--- src/rtl/motor_pkg.sv ---
// Shared types and helpers for the motor sequencer: FSM states, PWM slot count,
// coil one-hot lookup and duty clamping.
package motor_pkg;

  typedef enum logic [1:0] {
    IDLE  = 2'd0,
    RUN   = 2'd1,
    BRAKE = 2'd2
  } state_t;

  localparam int DUTY_SLOTS = 10;

  function automatic logic [3:0] phase_onehot(input logic [1:0] idx);
    logic [3:0] oh;
    case (idx)
      2'd0:    oh = 4'b1000;
      2'd1:    oh = 4'b0100;
      2'd2:    oh = 4'b0010;
      default: oh = 4'b0001;
    endcase
    return oh;
  endfunction

  function automatic logic [3:0] clamp_duty(input logic [3:0] d);
    return (d > 4'(DUTY_SLOTS)) ? 4'(DUTY_SLOTS) : d;
  endfunction

endpackage

--- src/rtl/tick_sync.sv ---
// Brings an asynchronous divided-clock level into the clk domain and emits a
// one-cycle strobe per rising edge.
module tick_sync (
  input  logic clk,
  input  logic rst_n,
  input  logic level,
  output logic strobe
);

  logic sync1, sync2, sync3;

  // Strobe is registered so a rise sampled at edge k acts on the FSM at edge k+3.
  always_ff @(posedge clk or negedge rst_n) begin
    if (!rst_n) begin
      sync1  <= 1'b0;
      sync2  <= 1'b0;
      sync3  <= 1'b0;
      strobe <= 1'b0;
    end else begin
      sync1  <= level;
      sync2  <= sync1;
      sync3  <= sync2;
      strobe <= sync2 & ~sync3;
    end
  end

endmodule

--- src/rtl/motor_sequencer.sv ---
// Command-driven stepper + DC motor sequencer: runs N full steps with a 10-slot
// DC PWM, then brakes for BRAKE_SLOTS DC slots and pulses done.
module motor_sequencer
  import motor_pkg::*;
#(
  parameter int STEP_W      = 16,
  parameter int BRAKE_SLOTS = 20,
  parameter int DUTY_SLOTS  = 10
) (
  input  logic              clk,
  input  logic              rst_n,
  input  logic              stp_clk_in,
  input  logic              dc_clk_in,
  input  logic              cmd_valid,
  output logic              cmd_ready,
  input  logic [STEP_W-1:0] cmd_steps,
  input  logic              cmd_cw,
  input  logic [3:0]        cmd_duty,
  input  logic              cmd_dc_fwd,
  input  logic              abort,
  output logic [3:0]        stp_phase,
  output logic              dc_pwm,
  output logic              dc_fwd,
  output logic              busy,
  output logic              done
);

  localparam int BW = $clog2(BRAKE_SLOTS + 1);

  logic stp_stb, dc_stb;

  tick_sync u_stp_sync (.clk(clk), .rst_n(rst_n), .level(stp_clk_in), .strobe(stp_stb));
  tick_sync u_dc_sync  (.clk(clk), .rst_n(rst_n), .level(dc_clk_in),  .strobe(dc_stb));

  state_t            state, state_nxt;
  logic [1:0]        idx;
  logic [STEP_W-1:0] remaining;
  logic [3:0]        slot, duty;
  logic              cw;
  logic [BW-1:0]     brake_cnt;
  logic              accept, step_go;

  always_comb begin
    state_nxt = state;
    accept    = 1'b0;
    step_go   = 1'b0;
    cmd_ready = 1'b0;
    busy      = 1'b1;
    stp_phase = phase_onehot(idx);
    dc_pwm    = 1'b0;
    case (state)
      IDLE: begin
        busy      = 1'b0;
        stp_phase = 4'b0000;
        cmd_ready = ~abort;
        if (cmd_valid && !abort) begin
          accept    = 1'b1;
          state_nxt = (cmd_steps != '0) ? RUN : BRAKE;
        end
      end
      RUN: begin
        dc_pwm  = (slot < duty);
        step_go = stp_stb & ~abort;
        if (abort || (stp_stb && remaining == STEP_W'(1))) state_nxt = BRAKE;
      end
      BRAKE: begin
        if (dc_stb && brake_cnt == BW'(BRAKE_SLOTS - 1)) state_nxt = IDLE;
      end
      default: state_nxt = IDLE;
    endcase
  end

  always_ff @(posedge clk or negedge rst_n) begin
    if (!rst_n) begin
      state     <= IDLE;
      idx       <= 2'd0;
      remaining <= '0;
      slot      <= 4'd0;
      duty      <= 4'd0;
      cw        <= 1'b0;
      dc_fwd    <= 1'b0;
      brake_cnt <= '0;
      done      <= 1'b0;
    end else begin
      state <= state_nxt;
      done  <= (state == BRAKE) && (state_nxt == IDLE);
      if (accept) begin
        remaining <= cmd_steps;
        cw        <= cmd_cw;
        duty      <= clamp_duty(cmd_duty);
        dc_fwd    <= cmd_dc_fwd;
      end
      // Phase index is never cleared between commands; only reset returns it to 0.
      if (step_go) begin
        idx       <= cw ? idx + 2'd1 : idx - 2'd1;
        remaining <= remaining - STEP_W'(1);
      end
      if (state == RUN && dc_stb)
        slot <= (slot == 4'(DUTY_SLOTS - 1)) ? 4'd0 : slot + 4'd1;
      if (state != BRAKE)
        brake_cnt <= '0;
      else if (dc_stb)
        brake_cnt <= brake_cnt + BW'(1);
    end
  end

endmodule

--- config.mk ---
export PLATFORM = sky130hd
export DESIGN_NAME = motor_sequencer
export DESIGN_NICKNAME = d
export VERILOG_FILES = /design/src/rtl/motor_pkg.sv /design/src/rtl/tick_sync.sv /design/src/rtl/motor_sequencer.sv
export SDC_FILE = /design/constraint.sdc
export NUM_CORES = 1
export LEC_CHECK = 0
export ABC_AREA = 1
export BUFFER_PORTS_ARGS = -buffer_cell sky130_fd_sc_hd__buf_2
export CAP_MARGIN = 10
export CELL_PAD_IN_SITES_DETAIL_PLACEMENT = 1
export CELL_PAD_IN_SITES_GLOBAL_PLACEMENT = 2
export CORE_MARGIN = 1.5
export CORE_UTILIZATION = 32
export DETAILED_ROUTE_END_ITERATION = 12
export GPL_ROUTABILITY_DRIVEN = 0
export PLACE_DENSITY_LB_ADDON = 0.1
export SYNTH_ARGS = -nofsm -noshare
export SYNTH_HDL_FRONTEND = slang
export SYNTH_SLANG_ARGS = --single-unit
--- constraint.sdc ---
create_clock -name clk -period 2 [get_ports clk]
set_input_delay 0.6 -clock clk [delete_from_list [all_inputs] [get_ports clk]]
set_output_delay 0.6 -clock clk [all_outputs]
set_load 0.005 [all_outputs]
==> results.json, run 1 <==
{
  "synth.avg_cell_area_um2": 7.233,
  "fp.dieW_um": 92.07,
  "antenna_found_initial": 0,
  "nNetsFinal": 435,
  "antenna_left": 0,
  "drc": 0,
  "cts_hold_buf": 0,
  "critPathLaunchType": "flop",
  "vias": 2306,
  "n_antenna_cell": 0,
  "routedWlPerCell_um": 12.90,
  "die_area_um2": 8477,
  "dp_slack_ps": 163.8,
  "design_power_total_mw": 3.300,
  "max-cap-violations": 0,
  "vdd_drop_max_v": 0.0003137,
  "reg2reg_from": "remaining[0]$_DFFE_PN0P_",
  "register_area_um2": 1101,
  "hold_class": "input pin to asynchronous set/reset pin",
  "place_inst": 491,
  "arrival_ps": 1530,
  "synth_fa_ha_area_share_pct": 4.929,
  "synth_area_um2": 2539,
  "cts-root-buf": "clkbuf_8",
  "coreArea_um2": 7687,
  "multi_input_area_um2": 1202,
  "cts.htree.levels": 2,
  "synth_cells": 351,
  "num_rows": 32,
  "layout_min_cycle_time_ps": 2129,
  "hpwl_um": 5059,
  "crit_fanout": 2,
  "numPortBuffers": 36,
  "grt_pass1_vias": 2443,
  "routed_wirelength_um": 6448,
  "fin_util_pct": 39.06,
  "required_ps": 1400,
  "clock_latency_ps": 300,
  "die_h_um": 92.07,
  "synth_compound_area_share_pct": 6.555,
  "numCtsBuffers": 5,
  "yosysSeqAreaShare_pct": 43.37,
  "start_util_pct": 33.02,
  "overflow": 0,
  "fmax_mhz": 469.7,
  "final_area_um2": 3003,
  "post_dp_cell_area_um2": 2880,
  "cts_buffer_depth": 2,
  "rsz0062_at_grt": "true",
  "io_pins": 37,
  "r2r_cells": 9,
  "synthToLayoutAreaGrowth_pct": 18.28,
  "setup_ws_ps": -128.9,
  "leakagePower_nw": 1.617,
  "p_per_area_nw_per_um2": 1099,
  "synth_simple_gate_area_share_pct": 33.81,
  "relSlewSlack_pct": 73.54,
  "synthXorXnorAreaFrac_pct": 2.070,
  "hold_violations": 0,
  "end_kind": "primary output",
  "tns_ps": -128.9,
  "synth_top_family_by_area": "simple AND/OR/NAND/NOR gates",
  "grt_max_degree": 45,
  "grtUsageTotal_pct": 17.07,
  "fin_hold_ws_ps": 254.7,
  "critical_path_class": "flop to primary output",
  "yosys_warnings": 0,
  "dr.pass1.iters": 4,
  "drv_slew": 0,
  "ys_seq_elements": 44,
  "r2r-end": "remaining[6]$_DFFE_PN0P_",
  "syn_nets": 389,
  "tritoncts": "built",
  "setup_viol": 1,
  "grt_pass1_wl_um": 11460,
  "fin_crit_sh_pct": 106.4,
  "fin_skew_ps": 7.759,
  "drive_gt1_share_pct": 15.58,
  "fill_cells": 999,
  "clock_sinks": 44,
  "regToRegSetupSlack_ps": 310,
  "cts.clk_slew.worst_paths_ps": 100,
  "ys_types": 28,
  "drtIter0Drc": 47,
  "violations": "setup timing",
  "viasPerCell": 4.612,
  "synth.area.mux_share_pct": 0,
  "final_cells": 500,
  "status": "complete, but fails checks",
  "worst_pin_slew_ps": 395.5
}
[how the worst max path moves through the flow]
stage / cells after the start / endpoint / slack [ps] / start
6_report: 7 / dc_pwm / -130 / duty[1]$_DFFE_PN0P_
3_5_place_dp: 6 / dc_pwm / 160 / slot[1]$_DFFE_PN0P_
4_1_cts: 6 / dc_pwm / -160 / slot[1]$_DFFE_PN0P_
2_1_floorplan: 5 / dc_pwm / 330 / slot[1]$_DFFE_PN0P_
3_3_place_gp: 6 / dc_pwm / 200 / slot[1]$_DFFE_PN0P_
5_1_grt: 7 / dc_pwm / -250 / duty[1]$_DFFE_PN0P_
[flip-flops by register name, indices dropped and copies added (netlist names)]
name	count
u_stp_sync.sync3	1
done	1
cw	1
duty	4
u_stp_sync.sync1	1
u_dc_sync.strobe	1
brake_cnt	5
u_stp_sync.sync2	1
u_stp_sync.strobe	1
dc_fwd	1
state	2
u_dc_sync.sync3	1
remaining	16
u_dc_sync.sync1	1
idx	2
u_dc_sync.sync2	1
slot	4
[cells by family after synthesis]
logic type / Yosys count
XOR/XNOR: 6
AO/OA/AOI/OAI: 29
buffers and inverters: 56
flip-flops: 44
adder cells (fa/ha/maj): 10
AND/OR/NAND/NOR: 206
[report_power, final]
group	switching [mW]	internal, mW
Combinational	0.709	0.453
Sequential	0.256	1.16
Clock	0.348	0.377
Total	1.31	1.99
[layout by cell type (no fill, tap or decap), types with 2 or more instances in the layout]
cell,netlist,final
clkbuf_8,0,5
inv_1,48,47
ha_1,10,10
a21oi_1,9,9
nor2_1,60,60
xor2_1,5,5
buf_12,0,2
o22ai_1,2,2
nand2_1,112,112
nand3b_1,2,2
o21ai_0,13,13
nor3_1,3,3
dfrtp_1,44,44
buf_4,0,6
buf_2,2,36
inv_2,3,4
nand3_1,22,22
[routing by layer]
| metal | track usage (%) | part of all wire [%] | vias to the layer above |
|---|---|---|---|
| li1 | - | - | 1167 |
| met1 | 21.84 | 48 | 1117 |
| met2 | 29.94 | 49 | 17 |
| met3 | 2.902 | 2.1 | 5 |
| met4 | 3.846 | 0.74 | 0 |
| met5 | 0 | 0 | - |
[synthesized netlist by cell type]
| master | instances | area share, % |
|---|---|---|
| a21boi_0 | 1 | 0.30 |
| a21oi_1 | 9 | 1.8 |
| a22oi_1 | 1 | 0.30 |
| buf_2 | 2 | 0.39 |
| buf_6 | 3 | 1.3 |
| dfrtp_1 | 44 | 43 |
| ha_1 | 10 | 4.9 |
| inv_1 | 48 | 7.1 |
| inv_2 | 3 | 0.44 |
| nand2_1 | 112 | 17 |
| nand2_2 | 1 | 0.25 |
| nand2_4 | 1 | 0.44 |
| nand3_1 | 22 | 4.3 |
| nand3_2 | 1 | 0.39 |
| nand3b_1 | 2 | 0.59 |
| nor2_1 | 60 | 8.9 |
| nor2_4 | 1 | 0.44 |
| nor2_8 | 1 | 0.79 |
| nor3_1 | 3 | 0.59 |
| nor3b_1 | 1 | 0.30 |
| nor4_1 | 1 | 0.25 |
| o211ai_1 | 1 | 0.30 |
| o211ai_2 | 1 | 0.49 |
| o21ai_0 | 13 | 2.6 |
| o221ai_1 | 1 | 0.35 |
| o22ai_1 | 2 | 0.49 |
| xnor2_1 | 1 | 0.35 |
| xor2_1 | 5 | 1.7 |
[repair_timing]
| item | 4_1_cts | 5_1_grt |
|---|---|---|
| pin swaps | 0 | 1 |
| buffers inserted | 1 | 0 |
| endpoints found under the setup margin | 1 | 2 |
| resized for setup | 2 | 0 |
[critical path, cell delays in order (launching register included)]
cell      delay, ps
dfrtp_1         390
inv_2            70
ha_1            210
a21boi_1        120
o211ai_1        160
nand2_1          80
nor2_1           90
buf_2           120
[layout make-up]
type	instances	area share, %
Sequential cell	44	36.67
Timing Repair Buffer	44	8.833
Tap cell	102	4.250
Clock inverter	3	1.542
Multi-Input combinational cell	251	40.04
Inverter	51	6.375
Clock buffer	5	2.292
(Power assumes the default switching activity.)
==> run 2, diff against run 1 <==
- ABC_AREA: 1 -> default
- CORE_UTILIZATION: 32 -> 35
==> results.json, run 2 <==
{
  "antenna_left": 0,
  "synth_common_cells": "dfrtp_1 (44), nand2_1 (29), nor2_1 (19)",
  "die_h_um": 83.88,
  "routedWlPerCell_um": 15.28,
  "numPortBuffers": 36,
  "drtIter0Drc": 56,
  "final_area_um2": 2890,
  "worst_pin_slew_ps": 456.5,
  "crit_fanout": 2,
  "hpwl_um": 4094,
  "synth_cells": 225,
  "arrival_ps": 1740,
  "grt_pass1_wl_um": 9508,
  "rsz0062_at_grt": "true",
  "n_antenna_cell": 0,
  "fin_util_pct": 45.52,
  "dr.pass1.iters": 5,
  "synthToLayoutAreaGrowth_pct": 26.23,
  "grt_pass1_vias": 1909,
  "setup_viol": 1,
  "fmax_mhz": 426.7,
  "layout.cells.most_common_list": "dfrtp_1 (43), buf_2 (36), nand2_1 (29)",
  "reg2reg_from": "remaining[1]$_DFFE_PN0P_",
  "syn_nets": 263,
  "vdd_drop_max_v": 0.0005744,
  "numCtsBuffers": 5,
  "synthArstFlopShare_pct": 100.0,
  "status": "complete, but fails checks",
  "setup_ws_ps": -343.7,
  "critPathLaunchType": "flop",
  "relSlewSlack_pct": 69.29,
  "fin_crit_sh_pct": 117.2,
  "die_area_um2": 7036,
  "grt_max_degree": 23,
  "layout_min_cycle_time_ps": 2344,
  "critical_path_class": "flop to primary output",
  "fp.dieW_um": 83.88,
  "nNetsFinal": 324,
  "synth_ff_type": "dfrtp_1",
  "synth_edf_count": 0,
  "leakagePower_nw": 1.314,
  "start_util_pct": 36.06,
  "regToRegSetupSlack_ps": 80,
  "num_rows": 29,
  "drc": 0,
  "clock_sinks": 44,
  "antenna_found_initial": 0,
  "met3_usage_pct": 3.066,
  "hold_class": "input pin to asynchronous set/reset pin",
  "synth_top_area_cell": "dfrtp_1",
  "end_kind": "primary output",
  "coreArea_um2": 6350,
  "top_register": "remaining",
  "synth_top_area_share_pct": 48.09,
  "ys_types": 48,
  "grt_util_met1_pct": 22.99,
  "cts_hold_buf": 0,
  "routed_wirelength_um": 5563,
  "ys_seq_elements": 44,
  "largest_reg_flops": 16,
  "max-cap-violations": 0,
  "mostFrequentLayoutCell": "dfrtp_1",
  "cts-root-buf": "clkbuf_8",
  "cts.clk_slew.worst_paths_ps": 90,
  "r2r_cells": 7,
  "p_per_area_nw_per_um2": 1250,
  "top_usage_layer": "met2",
  "cts_buffer_depth": 2,
  "synth.avg_cell_area_um2": 10.18,
  "r2r-end": "remaining[12]$_DFFE_PN0P_",
  "yosysMostFrequentCell": "dfrtp_1",
  "drv_slew": 0,
  "tritoncts": "built",
  "hold_violations": 0,
  "post_dp_cell_area_um2": 2701,
  "cts.htree.levels": 2,
  "synth_area_leaders": "dfrtp_1 (48%), ha_1 (5.5%), nand2_1 (4.8%), nor2_1 (3.1%), nor2b_1 (2.5%)",
  "reg.largest.list": "remaining: 16 flops, brake_cnt: 5 flops",
  "vias": 1904,
  "overflow": 0,
  "required_ps": 1400,
  "viasPerCell": 5.231,
  "met2_usage_pct": 27.71,
  "drive_gt1_share_pct": 30.31,
  "grtUsageTotal_pct": 16.82,
  "fin_skew_ps": 8.549,
  "violations": "setup timing",
  "clock_latency_ps": 310,
  "synth_area_um2": 2290,
  "io_pins": 37,
  "yosys_warnings": 0,
  "yosysSeqAreaShare_pct": 48.09
}
## run 2: power breakdown
part           internal (mW)  switching (mW)  leakage, nW
combinational          0.721           0.705        0.718
clock                  0.377           0.337       0.0548
sequential              1.18           0.286        0.541
## run 2: kinds of logic (layout without fill, tap and decap cells)
kind of cell / Yosys count / after routing / synth area share (%)
AND/OR/NAND/NOR: 100 / 100 / 25.14
flip-flops: 44 / 44 / 48.09
AO/OA/AOI/OAI: 43 / 43 / 13.83
buffers and inverters: 18 / 80 / 3.606
adder cells (fa/ha/maj): 10 / 10 / 5.464
XOR/XNOR: 9 / 9 / 3.442
multiplexers: 1 / 1 / 0.4372
## run 2: layout make-up
class	count	area [µm²]
Fill cell	721	3460
Multi-Input combinational cell	163	1147
Sequential cell	44	1102
Timing Repair Buffer	63	395.4
Tap cell	77	96.34
Clock buffer	5	68.82
Clock inverter	3	46.29
Inverter	9	33.78
## run 2: metrics by stage
step | instances | setup TNS (ps) | hold slack [ps] | setup WS [ps] | power, mW
global route | 364 | -438.9 | 58.92 | -438.9 | 3.891
floorplan | 225 | 0 | 304.4 | 15.48 | 2.279
finish | 364 | -343.7 | 69.98 | -343.7 | 3.612
CTS | 359 | -360.7 | 64.35 | -360.7 | 3.507
detailed placement | 351 | -115.6 | 336.4 | -115.6 | 2.782
global placement | 351 | -77.47 | 331.6 | -77.47 | 2.758
## run 2: how the worst max path moves through the flow
| stage | startpoint | endpoint | cells past startpoint |
|---|---|---|---|
| after global placement | slot[1]$_DFFE_PN0P_ | dc_pwm | 5 |
| final | slot[1]$_DFFE_PN0P_ | dc_pwm | 5 |
| after global routing | slot[1]$_DFFE_PN0P_ | dc_pwm | 5 |
| after CTS | duty[1]$_DFFE_PN0P_ | dc_pwm | 6 |
| after detailed placement | slot[1]$_DFFE_PN0P_ | dc_pwm | 5 |
| after floorplan | slot[1]$_DFFE_PN0P_ | dc_pwm | 4 |
## run 2: what timing repair did
action	4_1_cts	5_1_grt
setup buffers	0	5
setup endpoints to repair	6	10
pin swaps	3	3
gates resized for setup	1	8
## run 2: worst max-delay path, cell delays in order, from the launching register on
cell and delay [ps]:
dfrtp_1 390, ha_1 270, a21o_1 160, a21o_1 180, a2111oi_4 280, buf_2 160
## run 2: layer usage
layer	wire, µm	up-vias
li1	-	934
met1	2724	930
met2	2584	34
met3	191	6
met4	62	0
met5	0	-
==> run 3, diff against run 2 <==
- CORE_UTILIZATION: 35 -> 38
- CTS_CLUSTER_DIAMETER: default -> 200
- clock period: 2 -> 3.05 ns (I/O delays scaled with it)
==> results.json, run 3 (synthesis results as in run 2) <==
{
  "fin_hold_ws_ps": 357.0,
  "clock_latency_ps": 310,
  "hpwl_um": 3985,
  "tritoncts": "built",
  "r2r_cells": 6,
  "cts.htree.levels": 2,
  "cp_slowest_cell": "dfrtp_1",
  "hold_violations": 0,
  "start_util_pct": 38.90,
  "overflow": 0,
  "fmax_mhz": 347.6,
  "cp.buffers_inverters": 1,
  "crit_fanout": 6,
  "cts_buffer_depth": 2,
  "cp_common_cell": "a21o_1",
  "arrival_ps": 1960,
  "top_register": "remaining",
  "leakagePower_nw": 1.201,
  "routedWlPerCell_um": 15.65,
  "max-cap-violations": 0,
  "vdd_drop_max_v": 0.0003010,
  "fin_crit_sh_pct": 94.34,
  "coreArea_um2": 5886,
  "rsz0062_at_grt": "false",
  "largest_reg_flops": 16,
  "cts.clk_slew.worst_paths_ps": 90,
  "cp_slowest_stage_delay_ps": 440,
  "drv_slew": 0,
  "cts_hold_buf": 0,
  "multi_input_area_um2": 1106,
  "register_area_um2": 1101,
  "critical_path_class": "flop to primary output",
  "worstPathCellList": "ha_1 -> a21o_1 -> a21o_1 -> a2111oi_0 -> buf_2",
  "setup_viol": 0,
  "critPathLaunchType": "flop",
  "p_per_area_nw_per_um2": 813.5,
  "required_ps": 2130,
  "fill_cells": 696,
  "layout.cells.most_common_list": "dfrtp_1 (44), buf_2 (36), nand2_1 (29)",
  "drive_gt1_share_pct": 22.26,
  "dr.pass1.iters": 4,
  "end_kind": "primary output",
  "nNetsFinal": 302,
  "cts_resized": 0,
  "fin_util_pct": 45.32,
  "place_inst": 332,
  "tns_ps": 0,
  "final_area_um2": 2668,
  "mostFrequentLayoutCell": "dfrtp_1",
  "vias": 1831,
  "drc": 0,
  "fin_skew_ps": 5.930,
  "cts-root-buf": "clkbuf_8",
  "layout_min_cycle_time_ps": 2877,
  "die_area_um2": 6500,
  "crit_family": "compound AO/OA/AOI/OAI gates",
  "drtIter0Drc": 58,
  "relSlewSlack_pct": 60.14,
  "io_pins": 37,
  "grtUsageTotal_pct": 18.78,
  "grt_pass1_wl_um": 9149,
  "viasPerCell": 5.385,
  "final_cells": 340,
  "antenna_left": 0,
  "numPortBuffers": 36,
  "grt_max_degree": 26,
  "clock_sinks": 44,
  "worst_pin_slew_ps": 592.4,
  "antenna_found_initial": 0,
  "cp.depth": 5,
  "status": "finished clean",
  "numCtsBuffers": 5,
  "post_dp_cell_area_um2": 2552,
  "cts_setup_buffers": 0,
  "min_path_cells": 0,
  "n_antenna_cell": 0,
  "routed_wirelength_um": 5321,
  "synthToLayoutAreaGrowth_pct": 16.50,
  "die_h_um": 80.63,
  "num_rows": 28,
  "fp.dieW_um": 80.63,
  "hold_class": "flop to flop",
  "grt_pass1_vias": 1840,
  "reg.largest.list": "remaining: 16 flops, brake_cnt: 5 flops"
}
==> run 3: worst paths after layout <==
path | slack, ps | from | to
max in group asynchronous | 1900 | rst_n | duty[3]$_DFFE_PN0P_
min reg2reg | 360 | u_stp_sync.sync1$_DFF_PN0_ | u_stp_sync.sync2$_DFF_PN0_
max reg2reg | 1000 | remaining[0]$_DFFE_PN0P_ | remaining[14]$_DFFE_PN0P_
min | 360 | u_stp_sync.sync1$_DFF_PN0_ | u_stp_sync.sync2$_DFF_PN0_
min in group asynchronous | 580 | rst_n | idx[1]$_DFFE_PN0P_
max | 170 | slot[1]$_DFFE_PN0P_ | dc_pwm
==> run 3: through the flow <==
stage          power [mW]  setup slack (ps)
2_1_floorplan       1.480             665.1
3_3_place_gp        1.689             550.4
3_5_place_dp        1.723             484.2
4_1_cts             2.203             133.4
5_1_grt             2.347             3.583
6_report            2.170             172.8
==> run 3: final cells by class <==
| type | instances | share of cell area (%) |
|---|---|---|
| multi-input cells | 163 | 41.46 |
| flip-flops and latches | 44 | 41.28 |
| repair buffers | 41 | 8.161 |
| well taps | 75 | 3.518 |
| clock buffers | 5 | 2.580 |
| clock inverters | 3 | 1.735 |
| inverters | 9 | 1.266 |
==> run 3: power by group <==
group,switching (mW),leakage (nW),internal [mW]
Clock,0.223,0.0548,0.247
Combinational,0.373,0.604,0.333
Sequential,0.219,0.542,0.776
==> run 3: per-layer routing <==
metal	vias up	part of all wire (%)	track usage [%]	wire (µm)
met3	7	3.6	3.068	191
met1	895	50	26.17	2661
met4	0	1.4	6.207	72
met5	-	0	0	0
li1	890	-	-	-
met2	39	45	29.50	2396
